$ cat config.mk
export PLATFORM = sky130hd
export DESIGN_NAME = perceptron_train_ctrl_flat
export DESIGN_NICKNAME = d
export VERILOG_FILES = /design/src/rtl/perceptron_train_ctrl_if.sv /design/src/rtl/perceptron_train_ctrl.sv /design/src/flat_wrapper.sv
export SDC_FILE = /design/constraint.sdc
export NUM_CORES = 1
export LEC_CHECK = 0
export CAP_MARGIN = 15
export CORE_MARGIN = 5
export CORE_UTILIZATION = 56
export CTS_BUF_LIST = sky130_fd_sc_hd__clkbuf_4 sky130_fd_sc_hd__clkbuf_8 sky130_fd_sc_hd__clkbuf_16
export CTS_CLUSTER_DIAMETER = 100
export DETAILED_ROUTE_END_ITERATION = 12
export HOLD_SLACK_MARGIN = 0.08
export PLACE_DENSITY = 0.81
export RECOVER_POWER = 25
export SLEW_MARGIN = 20
export SYNTH_ARGS = -nofsm -noshare
export SYNTH_HDL_FRONTEND = slang
export SYNTH_SLANG_ARGS = --single-unit
$ cat constraint.sdc
create_clock -name clk -period 3.5 [get_ports clk]
set_input_delay 0.7 -clock clk [delete_from_list [all_inputs] [get_ports clk]]
set_output_delay 0.7 -clock clk [all_outputs]
set_load 0.005 [all_outputs]
$ cat src/rtl/perceptron_train_ctrl_if.sv
// Control/handshake bundle between the perceptron training controller
// and its environment (sample source, host and datapath strobes).
interface perceptron_train_ctrl_if #(
    parameter int unsigned NUM_IN  = 2,
    parameter int unsigned CNT_W   = 16,
    parameter int unsigned EPOCH_W = 8,
    parameter int unsigned SEL_W   = $clog2(NUM_IN + 1)
);
    // Host configuration and sample source
    logic               start;
    logic               mode;
    logic [CNT_W-1:0]   n_samples;
    logic [EPOCH_W-1:0] max_epochs;
    logic               data_valid;
    logic               data_ready;
    logic               eq_flag;

    // Datapath strobes
    logic               init_w;
    logic               ld_x;
    logic               ld_t;
    logic               ld_yin;
    logic               ld_w;
    logic [SEL_W-1:0]   w_sel;

    // Status
    logic               epoch_restart;
    logic               busy;
    logic               done;
    logic               converged;
    logic               timeout;
    logic [EPOCH_W-1:0] epoch_cnt;

    // Controller side
    modport master (
        input  start, mode, n_samples, max_epochs, data_valid, eq_flag,
        output data_ready, init_w, ld_x, ld_t, ld_yin, ld_w, w_sel,
        output epoch_restart, busy, done, converged, timeout, epoch_cnt
    );

    // Environment side
    modport slave (
        output start, mode, n_samples, max_epochs, data_valid, eq_flag,
        input  data_ready, init_w, ld_x, ld_t, ld_yin, ld_w, w_sel,
        input  epoch_restart, busy, done, converged, timeout, epoch_cnt
    );
endinterface

$ cat src/rtl/perceptron_train_ctrl.sv
// Training-sequence controller for the perceptron datapath: fetches samples
// over a valid/ready handshake, sequences per-weight updates, tracks epochs
// and reports convergence or epoch-limit timeout.
module perceptron_train_ctrl #(
    parameter int unsigned NUM_IN  = 2,
    parameter int unsigned CNT_W   = 16,
    parameter int unsigned EPOCH_W = 8,
    parameter int unsigned SEL_W   = $clog2(NUM_IN + 1)
) (
    input  logic                   clk,
    input  logic                   rst,
    perceptron_train_ctrl_if.master ctrl_if
);

    typedef enum logic [2:0] {
        S_IDLE,
        S_INIT,
        S_FETCH,
        S_COMPUTE,
        S_CHECK,
        S_UPDATE,
        S_EPOCH_END,
        S_DONE
    } state_t;

    localparam logic [SEL_W-1:0] SEL_LAST = SEL_W'(NUM_IN);

    state_t             state_q, state_d;
    logic               mode_q, mode_d;
    logic [CNT_W-1:0]   n_samples_q, n_samples_d;
    logic [EPOCH_W-1:0] max_epochs_q, max_epochs_d;
    logic [CNT_W-1:0]   sample_cnt_q, sample_cnt_d;
    logic               err_seen_q, err_seen_d;
    logic [SEL_W-1:0]   w_sel_q, w_sel_d;
    logic [EPOCH_W-1:0] epoch_cnt_q, epoch_cnt_d;
    logic               converged_q, converged_d;
    logic               timeout_q, timeout_d;

    logic               last_sample_c;
    logic [EPOCH_W-1:0] epoch_inc_c;
    logic               limit_hit_c;
    logic               advance_c;

    logic data_ready_c, init_w_c, ld_x_c, ld_t_c, ld_yin_c, ld_w_c;
    logic epoch_restart_c, busy_c, done_c;

    // Epoch bookkeeping helpers; n_samples is never 0 outside INIT so the
    // decrement cannot wrap, and the epoch count saturates at all-ones.
    assign last_sample_c = (sample_cnt_q == (n_samples_q - CNT_W'(1)));
    assign epoch_inc_c   = (&epoch_cnt_q) ? epoch_cnt_q : (epoch_cnt_q + EPOCH_W'(1));
    assign limit_hit_c   = (max_epochs_q != '0) && (epoch_inc_c == max_epochs_q);

    // State and datapath registers
    always_ff @(posedge clk or posedge rst) begin
        if (rst) begin
            state_q      <= S_IDLE;
            mode_q       <= 1'b0;
            n_samples_q  <= '0;
            max_epochs_q <= '0;
            sample_cnt_q <= '0;
            err_seen_q   <= 1'b0;
            w_sel_q      <= '0;
            epoch_cnt_q  <= '0;
            converged_q  <= 1'b0;
            timeout_q    <= 1'b0;
        end else begin
            state_q      <= state_d;
            mode_q       <= mode_d;
            n_samples_q  <= n_samples_d;
            max_epochs_q <= max_epochs_d;
            sample_cnt_q <= sample_cnt_d;
            err_seen_q   <= err_seen_d;
            w_sel_q      <= w_sel_d;
            epoch_cnt_q  <= epoch_cnt_d;
            converged_q  <= converged_d;
            timeout_q    <= timeout_d;
        end
    end

    // Next-state and strobe decode
    always_comb begin
        state_d         = state_q;
        mode_d          = mode_q;
        n_samples_d     = n_samples_q;
        max_epochs_d    = max_epochs_q;
        sample_cnt_d    = sample_cnt_q;
        err_seen_d      = err_seen_q;
        w_sel_d         = w_sel_q;
        epoch_cnt_d     = epoch_cnt_q;
        converged_d     = converged_q;
        timeout_d       = timeout_q;
        advance_c       = 1'b0;
        data_ready_c    = 1'b0;
        init_w_c        = 1'b0;
        ld_x_c          = 1'b0;
        ld_t_c          = 1'b0;
        ld_yin_c        = 1'b0;
        ld_w_c          = 1'b0;
        epoch_restart_c = 1'b0;
        done_c          = 1'b0;
        busy_c          = (state_q != S_IDLE);

        case (state_q)
            S_IDLE: begin
                if (ctrl_if.start) begin
                    mode_d       = ctrl_if.mode;
                    n_samples_d  = ctrl_if.n_samples;
                    max_epochs_d = ctrl_if.max_epochs;
                    converged_d  = 1'b0;
                    timeout_d    = 1'b0;
                    epoch_cnt_d  = '0;
                    state_d      = S_INIT;
                end
            end
            S_INIT: begin
                init_w_c     = 1'b1;
                sample_cnt_d = '0;
                err_seen_d   = 1'b0;
                if (n_samples_q == '0) begin
                    converged_d = 1'b1;
                    state_d     = S_DONE;
                end else begin
                    state_d = S_FETCH;
                end
            end
            S_FETCH: begin
                data_ready_c = 1'b1;
                if (ctrl_if.data_valid) begin
                    ld_x_c  = 1'b1;
                    ld_t_c  = 1'b1;
                    state_d = S_COMPUTE;
                end
            end
            S_COMPUTE: begin
                ld_yin_c = 1'b1;
                state_d  = S_CHECK;
            end
            S_CHECK: begin
                if (!ctrl_if.eq_flag) begin
                    err_seen_d = 1'b1;
                end
                if (mode_q || !ctrl_if.eq_flag) begin
                    w_sel_d = '0;
                    state_d = S_UPDATE;
                end else begin
                    advance_c = 1'b1;
                end
            end
            S_UPDATE: begin
                ld_w_c = 1'b1;
                if (w_sel_q == SEL_LAST) begin
                    w_sel_d   = '0;
                    advance_c = 1'b1;
                end else begin
                    w_sel_d = w_sel_q + SEL_W'(1);
                end
            end
            S_EPOCH_END: begin
                if (!err_seen_q) begin
                    converged_d = 1'b1;
                    state_d     = S_DONE;
                end else begin
                    epoch_cnt_d = epoch_inc_c;
                    if (limit_hit_c) begin
                        timeout_d = 1'b1;
                        state_d   = S_DONE;
                    end else begin
                        epoch_restart_c = 1'b1;
                        sample_cnt_d    = '0;
                        err_seen_d      = 1'b0;
                        state_d         = S_FETCH;
                    end
                end
            end
            S_DONE: begin
                done_c  = 1'b1;
                state_d = S_IDLE;
            end
            default: begin
                state_d = S_IDLE;
            end
        endcase

        // Shared sample-advance step after CHECK or the last weight write
        if (advance_c) begin
            if (last_sample_c) begin
                state_d = S_EPOCH_END;
            end else begin
                sample_cnt_d = sample_cnt_q + CNT_W'(1);
                state_d      = S_FETCH;
            end
        end
    end

    // Drive the interface
    assign ctrl_if.data_ready    = data_ready_c;
    assign ctrl_if.init_w        = init_w_c;
    assign ctrl_if.ld_x          = ld_x_c;
    assign ctrl_if.ld_t          = ld_t_c;
    assign ctrl_if.ld_yin        = ld_yin_c;
    assign ctrl_if.ld_w          = ld_w_c;
    assign ctrl_if.w_sel         = w_sel_q;
    assign ctrl_if.epoch_restart = epoch_restart_c;
    assign ctrl_if.busy          = busy_c;
    assign ctrl_if.done          = done_c;
    assign ctrl_if.converged     = converged_q;
    assign ctrl_if.timeout       = timeout_q;
    assign ctrl_if.epoch_cnt     = epoch_cnt_q;

endmodule

$ cat src/flat_wrapper.sv
// flat-port wrapper written by rule: the top's interface ports become plain ports
module perceptron_train_ctrl_flat 
#(
    parameter int unsigned NUM_IN  = 2,
    parameter int unsigned CNT_W   = 16,
    parameter int unsigned EPOCH_W = 8,
    parameter int unsigned SEL_W   = $clog2(NUM_IN + 1)
)
  (clk, rst, ctrl_if_start, ctrl_if_mode, ctrl_if_n_samples, ctrl_if_max_epochs, ctrl_if_data_valid, ctrl_if_eq_flag, ctrl_if_data_ready, ctrl_if_init_w, ctrl_if_ld_x, ctrl_if_ld_t, ctrl_if_ld_yin, ctrl_if_ld_w, ctrl_if_w_sel, ctrl_if_epoch_restart, ctrl_if_busy, ctrl_if_done, ctrl_if_converged, ctrl_if_timeout, ctrl_if_epoch_cnt);
  perceptron_train_ctrl_if #(.NUM_IN(NUM_IN), .CNT_W(CNT_W), .EPOCH_W(EPOCH_W), .SEL_W(SEL_W)) ctrl_if_i ();
  input  logic clk;
  input  logic rst;
  input wire logic [$bits(ctrl_if_i.start)-1:0] ctrl_if_start;
  input wire logic [$bits(ctrl_if_i.mode)-1:0] ctrl_if_mode;
  input wire logic [$bits(ctrl_if_i.n_samples)-1:0] ctrl_if_n_samples;
  input wire logic [$bits(ctrl_if_i.max_epochs)-1:0] ctrl_if_max_epochs;
  input wire logic [$bits(ctrl_if_i.data_valid)-1:0] ctrl_if_data_valid;
  input wire logic [$bits(ctrl_if_i.eq_flag)-1:0] ctrl_if_eq_flag;
  output wire logic [$bits(ctrl_if_i.data_ready)-1:0] ctrl_if_data_ready;
  output wire logic [$bits(ctrl_if_i.init_w)-1:0] ctrl_if_init_w;
  output wire logic [$bits(ctrl_if_i.ld_x)-1:0] ctrl_if_ld_x;
  output wire logic [$bits(ctrl_if_i.ld_t)-1:0] ctrl_if_ld_t;
  output wire logic [$bits(ctrl_if_i.ld_yin)-1:0] ctrl_if_ld_yin;
  output wire logic [$bits(ctrl_if_i.ld_w)-1:0] ctrl_if_ld_w;
  output wire logic [$bits(ctrl_if_i.w_sel)-1:0] ctrl_if_w_sel;
  output wire logic [$bits(ctrl_if_i.epoch_restart)-1:0] ctrl_if_epoch_restart;
  output wire logic [$bits(ctrl_if_i.busy)-1:0] ctrl_if_busy;
  output wire logic [$bits(ctrl_if_i.done)-1:0] ctrl_if_done;
  output wire logic [$bits(ctrl_if_i.converged)-1:0] ctrl_if_converged;
  output wire logic [$bits(ctrl_if_i.timeout)-1:0] ctrl_if_timeout;
  output wire logic [$bits(ctrl_if_i.epoch_cnt)-1:0] ctrl_if_epoch_cnt;
  assign ctrl_if_i.start = ctrl_if_start;
  assign ctrl_if_i.mode = ctrl_if_mode;
  assign ctrl_if_i.n_samples = ctrl_if_n_samples;
  assign ctrl_if_i.max_epochs = ctrl_if_max_epochs;
  assign ctrl_if_i.data_valid = ctrl_if_data_valid;
  assign ctrl_if_i.eq_flag = ctrl_if_eq_flag;
  assign ctrl_if_data_ready = ctrl_if_i.data_ready;
  assign ctrl_if_init_w = ctrl_if_i.init_w;
  assign ctrl_if_ld_x = ctrl_if_i.ld_x;
  assign ctrl_if_ld_t = ctrl_if_i.ld_t;
  assign ctrl_if_ld_yin = ctrl_if_i.ld_yin;
  assign ctrl_if_ld_w = ctrl_if_i.ld_w;
  assign ctrl_if_w_sel = ctrl_if_i.w_sel;
  assign ctrl_if_epoch_restart = ctrl_if_i.epoch_restart;
  assign ctrl_if_busy = ctrl_if_i.busy;
  assign ctrl_if_done = ctrl_if_i.done;
  assign ctrl_if_converged = ctrl_if_i.converged;
  assign ctrl_if_timeout = ctrl_if_i.timeout;
  assign ctrl_if_epoch_cnt = ctrl_if_i.epoch_cnt;
  perceptron_train_ctrl #(.NUM_IN(NUM_IN), .CNT_W(CNT_W), .EPOCH_W(EPOCH_W), .SEL_W(SEL_W)) u_core (.clk(clk), .rst(rst), .ctrl_if(ctrl_if_i));
endmodule
==> out/qor.yml <==
final_layout:
  multi_input_area_mm2: 0.00220
  num_antenna_cells: 0
  final_area_mm2: 0.00451
  post-route-util_pct: 70.2
  area.growth.synth_to_final_pct: 19.9
  drive_gt1_share_pct: 14.1
  final_cells: 532
  fillerInstances: 517
  seq_area_mm2: 0.00143
  final_nets: 484
synth:
  synthesis.area_mm2: 0.00376
  yosys_most_used_dff: "dfrtp_1"
  yosys_warnings: 0
  ys_seq_elements: 57
  ys_seq_area_share_pct: 38.0
  synth-edff-count: 0
  synth_top_area_cell: "dfrtp_1"
  synth_most_common_cell: "dfrtp_1"
  synthCells: 408
  syn-num-nets: 441
  ys_types: 69
  synthArstFlopShare_pct: 100
  synth.area.top_cells: "dfrtp_1, mux2_2, a21oi_1"
  synth_common_cells: "dfrtp_1, nand2_1, a21oi_1"
  synthDominantCellAreaShare_pct: 38.0
  syn_area_per_cell_um2: 9.21
floorplan:
  die_area_mm2: 0.00845
  design.core.area_mm2: 0.00642
  rows: 29
  io_pins: 51
  die_w_um: 91.9
  initial_utilization_pct: 58.5
  die_height_um: 91.9
clock_network:
  h-tree-depth: 3
  cts_root_buffer: "clkbuf_8"
  cts_buffer_depth: 2
  cts_tree: "yes"
  cts_setup_buffers: 0
  clock_latency_ns: 0.33
  clock-sinks: 57
  cts_made_buffers: 9
  path_clk_slew_ns: 0.06
critical_path:
  crit_start: "u_core.ctrl_if.epoch_cnt[1]"
  worstPathRequired_ns: 2.80
  crit_arrival_ns: 2.43
  crit_type: "reg -> out"
  r2r-end: "u_core.sample_cnt_q[4]"
  r2r-start: "u_core.n_samples_q[0]"
  crit_path_end_kind: "primary output"
  critPathMaxFanout: 7
  r2r_setup_slack_ns: 0.43
  rr_worst_depth: 9
  startpoint_type: "flop"
sta:
  fin_tns_setup_ns: 0
  tightest_slew_ns: 1.61
  slew_headroom_pct: -7.66
  hold_violations: 0
  rsz0062_at_grt: "no"
  skew_ns: 0.0110
  fmax_mhz: 320
  post-route-period-util_pct: 89.4
  finalSetupViolations: 0
  post-route-min-period_ns: 3.13
  slew_viol_final: 32
global_route:
  grt-ovfl-total: 0
  grt_start_max_net_pins: 32
  grt_usage_pct: 22.1
  grt_pass1_vias: 3214
  antenna_found_initial: 0
  grt_pass1_wl_mm: 15.4
place:
  port_buffers: 50
  place_congestion: 0.901
  dp_hpwl_mm: 6.70
  dpl_cell_area_mm2: 0.00429
  dp_cells: 517
pwr:
  ir_drop_mv: 0.462
  total_power_mw: 3.26
  power_density_mw_per_mm2: 723
  power.leakage_nw: 1.83
min_path:
  hold_start: "u_core.ctrl_if.timeout"
  hold_depth: 2
  hold_end: "u_core.ctrl_if.timeout"
  min_path_type: "reg -> reg"
routing:
  num_vias: 3382
  drt_wl_total_mm: 9.12
  drtPass1Iterations: 5
  vias_per_cell: 6.36
  first_iter_violations: 172
  wl_per_cell_um: 17.1
  remaining_drc_errors: 0
  ant_nets: 0
status:
  violations: "max-capacitance violations, max-slew violations"
  status: "complete, but fails checks"
run:
  drv_cap: 1
==> layout make-up <==
cell class | instances | share of cell area, %
Clock buffer | 13 | 3.83
Clock inverter | 2 | 0.278
Inverter | 11 | 0.916
Multi-Input combinational cell | 314 | 48.8
Sequential cell | 57 | 31.7
Tap cell | 77 | 2.14
Timing Repair Buffer | 58 | 12.3
==> power breakdown <==
part | switching, mW | internal [mW]
clock network | 0.254 | 0.318
logic | 0.654 | 0.740
registers | 0.405 | 0.886
total | 1.31 | 1.94
==> worst max-delay path by stage <==
stage | cells after the start | end | slack, ns
after global placement | 8 | ctrl_if_epoch_restart | 0.33
after detailed placement | 8 | ctrl_if_epoch_restart | 0.30
final | 8 | ctrl_if_epoch_restart | 0.37
after global routing | 9 | u_core.sample_cnt_q[4] | 0.17
after CTS | 8 | ctrl_if_epoch_restart | 0.04
after floorplan | 9 | ctrl_if_epoch_restart | 0.63
==> cell families after synthesis <==
family / Yosys count / share of synthesized area [%]
AO/OA/AOI/OAI: 92 / 16.5
XOR/XNOR: 19 / 4.43
adder cells (fa/ha/maj): 3 / 0.999
buffers and inverters: 37 / 4.43
flip-flops: 57 / 38.0
multiplexers: 36 / 10.6
AND/OR/NAND/NOR: 164 / 25.1
==> flip-flops by register name (all words and copies together) (netlist names) <==
register,flops
u_core.ctrl_if.converged,1
u_core.ctrl_if.epoch_cnt,8
u_core.ctrl_if.timeout,1
u_core.ctrl_if.w_sel,2
u_core.err_seen_q,1
u_core.max_epochs_q,8
u_core.mode_q,1
u_core.n_samples_q,16
u_core.sample_cnt_q,16
u_core.state_q,3
==> timing repair <==
item	4_1_cts	5_1_grt
endpoints found under the setup margin	1	1
hold buffers	0	0
resized for setup	3	5
==> cell usage in the layout, fill, tap and decap left out, types with 4 or more instances in the layout <==
cell	Yosys	routed
dfrtp_1	57	57
clkdlybuf4s50_1	0	48
nand2_1	29	29
a21oi_1	28	28
mux2_2	25	25
nand3_1	19	18
nor3_1	17	17
nor2_1	14	13
clkbuf_8	0	12
or3_1	11	11
nand2b_1	11	11
inv_1	10	10
and3_1	11	10
xor2_1	10	10
o21ai_0	10	10
mux2i_1	9	9
xnor2_1	9	9
nand4_1	8	8
and4_1	8	8
buf_4	2	6
nor4_1	5	5
a31oi_1	5	5
or4_1	5	5
o21ai_1	6	5
nor2_2	3	4
and2_1	4	4
nand3b_1	4	4
a311oi_1	4	4
o31ai_1	4	4
==> through the flow <==
step	worst slack (ns)	hold slack, ns
6_report	0.373	0.514
5_1_grt	0.174	0.527
3_5_place_dp	0.296	0.502
2_1_floorplan	0.633	0.470
4_1_cts	0.0400	0.516
3_3_place_gp	0.326	0.487
==> critical path: stages (launching register included) <==
cell and delay, ns:
dfrtp_1 0.39, buf_4 0.16, and4_1 0.25, and2_1 0.20
o31a_1 0.27, a2111oi_4 0.35, a31o_1 0.25, inv_2 0.07
dlymetal6s2s_1 0.15
==> metal layers <==
layer	wire length (um)	up-vias	track usage (%)
met5	0	-	0
met4	114	0	7.18
met3	668	15	4.42
met2	4240	140	35.0
met1	4100	1623	30.5
li1	-	1604	-
Note: power is estimated with default switching activity, not from simulation.
==> variant (same flow settings) <==
Make the reset (`rst`) synchronous in one clocked block.
--- a/src/rtl/perceptron_train_ctrl.sv
+++ b/src/rtl/perceptron_train_ctrl.sv
@@ -53,3 +53,3 @@
     // State and datapath registers
-    always_ff @(posedge clk or posedge rst) begin
+    always_ff @(posedge clk) begin
         if (rst) begin
Behaviour: differs if rst is asserted again (counterexample within 4 cycles, from zero or initial values and one cycle with rst high); with rst held inactive, the same outputs for 10 cycles.
==> variant against the original RTL <==
  * The run still ends with capacitance limit, slew limit left
  * Combinational power shrank 14%
  * Register-to-register slack lost 80 ps
  * Die area down 3.9%
  * Sequential cell count is the same
  * Sequential share of layout area is 5.5 points lower
  * Wire length fell by 2.1%
  * Synthesized area shrank 4.3%
  * Core utilization is 0.28 points lower
  * Final area decreased by 2.1%
  * Fmax shrank 8.4%
  * Power fell by 17%
  * Worst setup slack got worse by 290 ps
  * Critical path type unchanged
  * Largest cell class unchanged
==> variant: results (changes against the original RTL) <==
status complete, but fails checks; failing checks capacitance limit, slew limit; share of cells above drive strength 1 12.3% (-1.8 points); Max Slew Vio Count 37 (+16%); Hold Crit Start u_core.mode_q$_SDFFE_PP0P_; Placed Instance Area 4150 µm² (-3.4%); Netlist cell types 68 (-1.4%); critical path peak fanout 8 (+1); pwr dens 611 nW/µm² (-15%); Post-Synth XOR/XNOR Area 7.07% (+2.6 points); worst clock skew 10.5 ps (-0.477 ps); Resized cells post-CTS 4 (+1); Filler cells 525 (+1.5%); sequential power 0.868 mW (-33%); Total GRT Usage 21.9% (-0.22 points); Post-Syn Nets 497 (+13%); metal2 WL 4.31 mm (+1.7%); Routed wire per std cell 15.1 µm (-12%); Post-Syn Area per Cell 7.75 µm² (-16%); ys async rst share 0% (-100 points); R2R Path Start u_core.n_samples_q[9]$_SDFFE_PP0P_; Switching Fraction 38.2% (-2.1 points); VDD IR max 451 µV (-2.3%); Synth Area in Compound Gates 21.1% (+4.6 points); met1 Use GR 27.9% (-2.6 points); Crit-path slowest cell clkdlybuf4s50_1; Cells after DPL 573 (+11%); adder-cell share of the synthesized area 1.04% (+0.045 points); Place WS 199 ps (-97.0 ps); power in the clock group 0.632 mW (+10%); vias in the first global route 3367 (+4.8%); Max-Cap Viols 1 (unchanged); slew at the pin closest to its max-slew limit 1570 ps (-43.0 ps); DR vias/cell 5.97 (-6.1%); met3 Use GR 3.76% (-0.66 points); Primary FF master, synth dfxtp_1; WL met1 3.93 mm (-4.1%); Worst path max stage delay 460 ps (+70 ps); gpl congestion 0.868 (-3.7%); met2 GRT Util 37.1% (+2.1 points); largest net degree at the start of global routing 37 (+16%)
[variant: cell count changes after synthesis, moves of 6 or more]
cell | unedited run | this run
nand2_1 | 29 | 72
nor3_1 | 17 | 9
and3_1 | 11 | 17
dfxtp_1 | 0 | 57
dfrtp_1 | 57 | 0
xnor2_1 | 9 | 17
nand3_1 | 19 | 11
a221o_1 | 0 | 11
nor2_1 | 14 | 43
o21ai_1 | 6 | 0
mux2_2 | 25 | 1
nand2b_1 | 11 | 3
a21oi_1 | 28 | 39
[variant: worst paths after layout]
check	end	slack, ps	cells past startpoint
max	ctrl_if_epoch_restart	80	8
min	u_core.mode_q$_SDFFE_PP0P_	450	2
max reg2reg	u_core.sample_cnt_q[12]$_SDFF_PP0_	350	8
min reg2reg	u_core.mode_q$_SDFFE_PP0P_	450	2
[variant: cell type report]
class	count	share of cell area, %
repair buffers	67	14.2
flip-flops and latches	57	26.1
clock buffers	13	3.63
inverters	12	1.02
clock inverters	3	0.908
well taps	77	2.18
multi-input cells	362	52.0
